File: src/rtl/adder_datapath_pkg.sv
// Shared definitions for the four-operand adder datapath and its sequence checker.
package adder_datapath_pkg;

  localparam int W_DEFAULT = 8;
  localparam int SUMW      = W_DEFAULT + 2;

  // Protocol-tracking states; encodings are fixed so they can be probed on a bus.
  typedef enum logic [2:0] {
    ST_IDLE    = 3'b000,
    ST_LOAD    = 3'b001,
    ST_ADD_C   = 3'b010,
    ST_ADD_D   = 3'b011,
    ST_WAIT_OE = 3'b100
  } state_t;

  // Adder Y-input select codes; 2'b11 is not a legal code.
  localparam logic [1:0] BSEL_B = 2'b00;
  localparam logic [1:0] BSEL_C = 2'b01;
  localparam logic [1:0] BSEL_D = 2'b10;

endpackage

File: src/rtl/adder_seq_checker.sv
// Tracks the controller's load/select/output_enable sequence and decides which
// control actions are legal this cycle.
module adder_seq_checker
  import adder_datapath_pkg::*;
(
  input  logic       clk,
  input  logic       rst,
  input  logic       aload,
  input  logic       bload,
  input  logic       cload,
  input  logic       dload,
  input  logic       asel,
  input  logic [1:0] bsel,
  input  logic       output_enable,
  output logic       acc_en,
  output logic       sum_en,
  output logic       err_set,
  output logic       busy
);

  state_t state;
  state_t state_next;
  logic   all_load;
  logic   no_load;

  assign all_load = aload & bload & cload & dload;
  assign no_load  = ~(aload | bload | cload | dload);

  // Legality decode: next state plus the same-edge accumulator/result/error strobes.
  always_comb begin
    // NOTE: every output gets a default first so no path through the case infers a latch.
    state_next = state;
    acc_en     = 1'b0;
    sum_en     = 1'b0;
    err_set    = 1'b0;
    unique case (state)
      ST_IDLE: begin
        if (all_load) state_next = ST_LOAD;
      end
      ST_LOAD: begin
        if (all_load) begin
          state_next = ST_LOAD;
        end else if (no_load && asel && bsel == BSEL_B) begin
          acc_en     = 1'b1;
          state_next = ST_ADD_C;
        end else begin
          err_set    = 1'b1;
          state_next = ST_IDLE;
        end
      end
      ST_ADD_C: begin
        if (no_load && !asel && bsel == BSEL_C) begin
          acc_en     = 1'b1;
          state_next = ST_ADD_D;
        end else begin
          err_set    = 1'b1;
          state_next = ST_IDLE;
        end
      end
      ST_ADD_D: begin
        if (no_load && !asel && bsel == BSEL_D) begin
          acc_en     = 1'b1;
          state_next = ST_WAIT_OE;
        end else begin
          err_set    = 1'b1;
          state_next = ST_IDLE;
        end
      end
      ST_WAIT_OE: begin
        // Publishing together with a fresh load is a legal back-to-back handoff.
        if (output_enable) begin
          sum_en     = 1'b1;
          state_next = all_load ? ST_LOAD : ST_IDLE;
        end else if (all_load) begin
          err_set    = 1'b1;
          state_next = ST_LOAD;
        end
      end
      default: begin
        err_set    = 1'b1;
        state_next = ST_IDLE;
      end
    endcase
  end

  // State register with busy registered alongside it.
  always_ff @(posedge clk or posedge rst) begin
    if (rst) begin
      state <= ST_IDLE;
      busy  <= 1'b0;
    end else begin
      // NOTE: sequential state uses non-blocking assignments so every flop samples pre-edge values.
      state <= state_next;
      busy  <= (state_next != ST_IDLE);
    end
  end

endmodule

File: src/rtl/adder_datapath.sv
// Four-operand adder datapath: operand registers, adder input mux, accumulator
// and published result, sequenced by adder_seq_checker.
module adder_datapath
  import adder_datapath_pkg::*;
#(
  parameter int W = W_DEFAULT
) (
  input  logic         clk,
  input  logic         rst,
  input  logic [W-1:0] a_in,
  input  logic [W-1:0] b_in,
  input  logic [W-1:0] c_in,
  input  logic [W-1:0] d_in,
  input  logic         aload,
  input  logic         bload,
  input  logic         cload,
  input  logic         dload,
  input  logic         asel,
  input  logic [1:0]   bsel,
  input  logic         output_enable,
  output logic [W+1:0] sum,
  output logic         sum_valid,
  output logic         busy,
  output logic         seq_err
);

  localparam int SW = W + 2;

  logic [W-1:0]  a_q, b_q, c_q, d_q;
  logic [SW-1:0] acc;
  logic [SW-1:0] add_x, add_y, add_out;
  logic          acc_en, sum_en, err_set;

  adder_seq_checker u_checker (
    .clk           (clk),
    .rst           (rst),
    .aload         (aload),
    .bload         (bload),
    .cload         (cload),
    .dload         (dload),
    .asel          (asel),
    .bsel          (bsel),
    .output_enable (output_enable),
    .acc_en        (acc_en),
    .sum_en        (sum_en),
    .err_set       (err_set),
    .busy          (busy)
  );

  // Operand registers load on their own strobe regardless of protocol state.
  always_ff @(posedge clk or posedge rst) begin
    if (rst) begin
      a_q <= '0;
      b_q <= '0;
      c_q <= '0;
      d_q <= '0;
    end else begin
      if (aload) a_q <= a_in;
      if (bload) b_q <= b_in;
      if (cload) c_q <= c_in;
      if (dload) d_q <= d_in;
    end
  end

  // Adder input mux; operands are zero-extended so the W+2 sum cannot overflow.
  always_comb begin
    add_x = asel ? {2'b00, a_q} : acc;
    unique case (bsel)
      BSEL_B:  add_y = {2'b00, b_q};
      BSEL_C:  add_y = {2'b00, c_q};
      BSEL_D:  add_y = {2'b00, d_q};
      default: add_y = '0;
    endcase
    add_out = add_x + add_y;
  end

  // Accumulator, published result, valid pulse and sticky error flag.
  always_ff @(posedge clk or posedge rst) begin
    if (rst) begin
      acc       <= '0;
      sum       <= '0;
      sum_valid <= 1'b0;
      seq_err   <= 1'b0;
    end else begin
      if (acc_en) acc <= add_out;
      if (sum_en) sum <= acc;
      sum_valid <= sum_en;
      seq_err   <= seq_err | err_set;
    end
  end

endmodule

File: config.mk
export PLATFORM = sky130hd
export DESIGN_NAME = adder_datapath
export DESIGN_NICKNAME = d
export VERILOG_FILES = /design/src/rtl/adder_datapath_pkg.sv /design/src/rtl/adder_seq_checker.sv /design/src/rtl/adder_datapath.sv
export SDC_FILE = /design/constraint.sdc
export NUM_CORES = 1
export LEC_CHECK = 0
export ABC_AREA = 1
export ABC_CLOCK_PERIOD_IN_PS = 2070
export BUFFER_PORTS_ARGS = -buffer_cell sky130_fd_sc_hd__buf_2
export CAP_MARGIN = 20
export CORE_MARGIN = 2
export CORE_UTILIZATION = 55
export DETAILED_ROUTE_END_ITERATION = 6
export GPL_ROUTABILITY_DRIVEN = 0
export PLACE_DENSITY = 0.79
export RECOVER_POWER = 25
export SLEW_MARGIN = 30
export SYNTH_ARGS = -nofsm -noshare
export SYNTH_HDL_FRONTEND = slang
export SYNTH_HIERARCHICAL = 1
export SYNTH_SLANG_ARGS = --single-unit
File: constraint.sdc
create_clock -name clk -period 2.07 [get_ports clk]
set_input_delay 0.414 -clock clk [delete_from_list [all_inputs] [get_ports clk]]
set_output_delay 0.414 -clock clk [all_outputs]
set_load 0.005 [all_outputs]
==> results.md <==
- Setup violators final: 0
- Hold Crit Class: input port to register
- I/O Buffers: 54
- Clk slew on worst S/H paths: 0.07 ns
- Slew @ Worst Pin: 0.6440 ns
- GRT Overall Usage: around a quarter
- Final #Nets: slightly below 500
- Largest cells by area after synthesis: dfrtp_1 48%, nand2_1 11%, inv_1 6.5%
- DIE AREA: 6072 sq um
- MaxCap Viol Count: 0
- Clock network power share: between 30% and 40%
- Max Clk Rate: 514.1 MHz
- Die Y: around 80 um
- Final hold viol count: 0
- # DRC: 0
- Setup ws final: ~0.12 ns
- First-pass GRT wire length: approximately 12 mm
- Pin count of the biggest net entering global routing: 55
- Routed WL: between 6 and 7 mm
- Crit share post-route: between 90% and 100%
- Cell Int Power: 2.080 mW
- Crit Path Category: register to register
- Place WS: -0.2373 ns
- Crit start category: register
- Sequential fraction of design power: between 40% and 50%
- Cell Pwr Density: 744.3 nW/um^2
- CTS buffer count: 9
- Net count after synthesis: slightly above 400
- Max FO, Critical Path: 3
- Largest area contributor in the netlist: dfrtp_1
- Vias in the first global route: between 2000 and 3000
- Routed WL per cell: 13.18 um
- CTS Root Cell: clkbuf_8
- HPWL after detailed placement: 5.017 mm
- Yosys reg bits: 58
- Initial antenna violation count: 0
- Core box area: around 5200 sq um
- FF-to-FF setup slack: 0.12 ns
- Syn avg cell area: 8.348 sq um
- Antenna Nets Post-Route: 0
- Commonest register cell after synthesis: dfrtp_1
- # H-tree levels: 3
- Worst Setup EP: acc[8]
- Synth Area in Compound Gates: a little over a tenth
- Post-Syn Instances: 360
- Worst Reg-to-Reg Cells: 12
- Initial core utilization: between 50 and 60%
- Switch share: around a quarter
- Clk buf depth: 2
- Reg2Reg Launch Point: d_q[0]
- Outcome: completed
- Post-synthesis sequential area ratio: between 40 and 50%
- Clock sink count: between 50 and 60
- Syn. warnings: 6
- Via Count: 2595
- Post-Syn Area: roughly 3000 sq um
- Worst R2R End: acc[8]
- Critical Path End Type: register
- Layout cell share with drive strength beyond 1: roughly 31%
- Fin crit period: between 1.5 and 2 ns
- Row Count: 26
- Pre-Repair DR Iteration Count: 4
- Area delta synth->final: 26.15%
- Total I/O pin count: 55
- Fin util: 72.84%
- Critical path launch point: d_q[0]
- Switching pwr: 0.7413 mW
- CTS tree: done
- Yosys top cell area share: about half
- Leakage: between 1.5 and 2 nW
- Synth cell count leaders: 92 x nand2_1, 58 x dfrtp_1, 52 x inv_1, 34 x nor2_1, 31 x o21ai_0
- Slew margin rel.: a little under three fifths
- Vias per cell: 5.039
- Simple-gate share of the synthesized area: a little over a fifth
- Async SR Flop Fraction: 100.0%
- Adder-cell share of the synthesized area: between 3 and 4%
- Largest family of logic cells by synthesized area: simple AND/OR/NAND/NOR gates
- Fin Clk Skew: around 0.0066 ns
- Antenna Cells: 0
- Critical path arrival: around 2.2 ns
- Top-count cell post-synth: nand2_1
- Post-synth EDFFs: 0
- Die width: 77.92 um
- Count of pins over their slew limit: 0
- Gr ovfl total: 0
- Post-synthesis mux area share: about 6.4%
- Power, Total: 2.822 mW
- Worst skew pair latency: about 0.33 ns
- Number of distinct library cells after synthesis: 28
- VDD IR max: around 480 uV
- Initial DRC count: 210
- XOR/XNOR Fraction of Synth Area: less than 1%
- Combinational Power Share: a little under a fifth
- Worst Path Required: roughly 2.3 ns
==> per-layer routing <==
layer  track usage, %  part of all wire [%]  vias up
li1                 -                     -     1303
met1            32.71                    45     1235
met2            41.38                    49       46
met3            5.465                   3.6       11
met4            10.18                   2.4        0
met5                0                     0        -
==> sequential cells by signal, summed over array words and instances (netlist names) <==
signal           count
a_q                  8
u_checker/busy       1
sum                 10
sum_valid            1
acc                 10
d_q                  8
u_checker/state      3
seq_err              1
b_q                  8
c_q                  8
==> critical path, stage by stage, from the launching register on <==
cell and delay, ns:
dfrtp_1 0.34, inv_1 0.08, o221ai_2 0.19, ha_2 0.22
inv_2 0.04, fa_2 0.34, inv_2 0.07, nand2_2 0.07
a21oi_4 0.15, nand2_1 0.07, nand2_1 0.05, nand2_1 0.06
xor2_1 0.14
==> timing repair <==
item | CTS | global route
setup buffers | 0 | 2
hold buffers | 1 | 0
endpoints found under the setup margin | 0 | 7
endpoints found under the hold margin | 4 | 0
gates resized for setup | 0 | 8
==> power groups by stage <==
| stage | logic, mW | registers, mW | clock network, mW |
|---|---|---|---|
| floorplan | 0.296 | 1.25 | 0 |
| global placement | 0.471 | 1.25 | 0 |
| detailed placement | 0.483 | 1.26 | 0 |
| CTS | 0.490 | 1.24 | 1.08 |
| global route | 0.576 | 1.25 | 1.14 |
| finish | 0.510 | 1.24 | 1.07 |
==> cell type report <==
cell class,instances,area [sq um]
clock buffers,13,168.9
repair buffers,80,490.5
fillers,407,1414
inverters,54,202.7
clock inverters,2,35.03
well taps,70,87.58
multi-input cells,238,1355
flip-flops and latches,58,1451
==> metrics by stage <==
stage | cells | hold slack, ns | area [sq um] | setup TNS (ns)
final | 515 | 0.2813 | 3791 | 0
after global routing | 515 | 0.2845 | 3791 | -0.0001898
after detailed placement | 497 | 0.3200 | 3546 | -1.445
after CTS | 513 | 0.2809 | 3760 | 0
after global placement | 497 | 0.3115 | 3546 | -1.179
after floorplan | 360 | 0.1801 | 3042 | 0
==> worst min path at each step <==
| stage | startpoint | endpoint | slack, ns | depth (start not counted) |
|---|---|---|---|---|
| 2_1_floorplan | rst | u_checker/busy | 0.18 | 1 |
| 3_3_place_gp | rst | u_checker/busy | 0.31 | 2 |
| 3_5_place_dp | rst | u_checker/busy | 0.32 | 2 |
| 4_1_cts | d_in[7] | d_q[7] | 0.28 | 3 |
| 5_1_grt | a_in[1] | a_q[1] | 0.28 | 3 |
| 6_report | c_in[3] | c_q[3] | 0.28 | 3 |
==> placed cells by master (no fill, tap or decap), drive strengths merged, types with 2 or more instances in the layout <==
cell type / synthesis / routed
nand2: 96 / 96
buf: 7 / 71
dfrtp: 58 / 58
inv: 54 / 54
nor2: 40 / 40
o21ai: 34 / 34
clkbuf: 3 / 21
mux2: 17 / 17
nand3: 13 / 13
a21oi: 12 / 12
ha: 8 / 8
o221ai: 7 / 7
o22ai: 3 / 3
nor3: 2 / 2
==> logic make-up (layout without fill, tap and decap cells) <==
logic type,after synthesis,after routing
AO/OA/AOI/OAI,57,57
XOR/XNOR,2,2
adder cells (fa/ha/maj),9,9
buffers and inverters,64,149
flip-flops,58,58
multiplexers,17,17
AND/OR/NAND/NOR,153,153
Note: power is estimated with default switching activity, not from simulation.
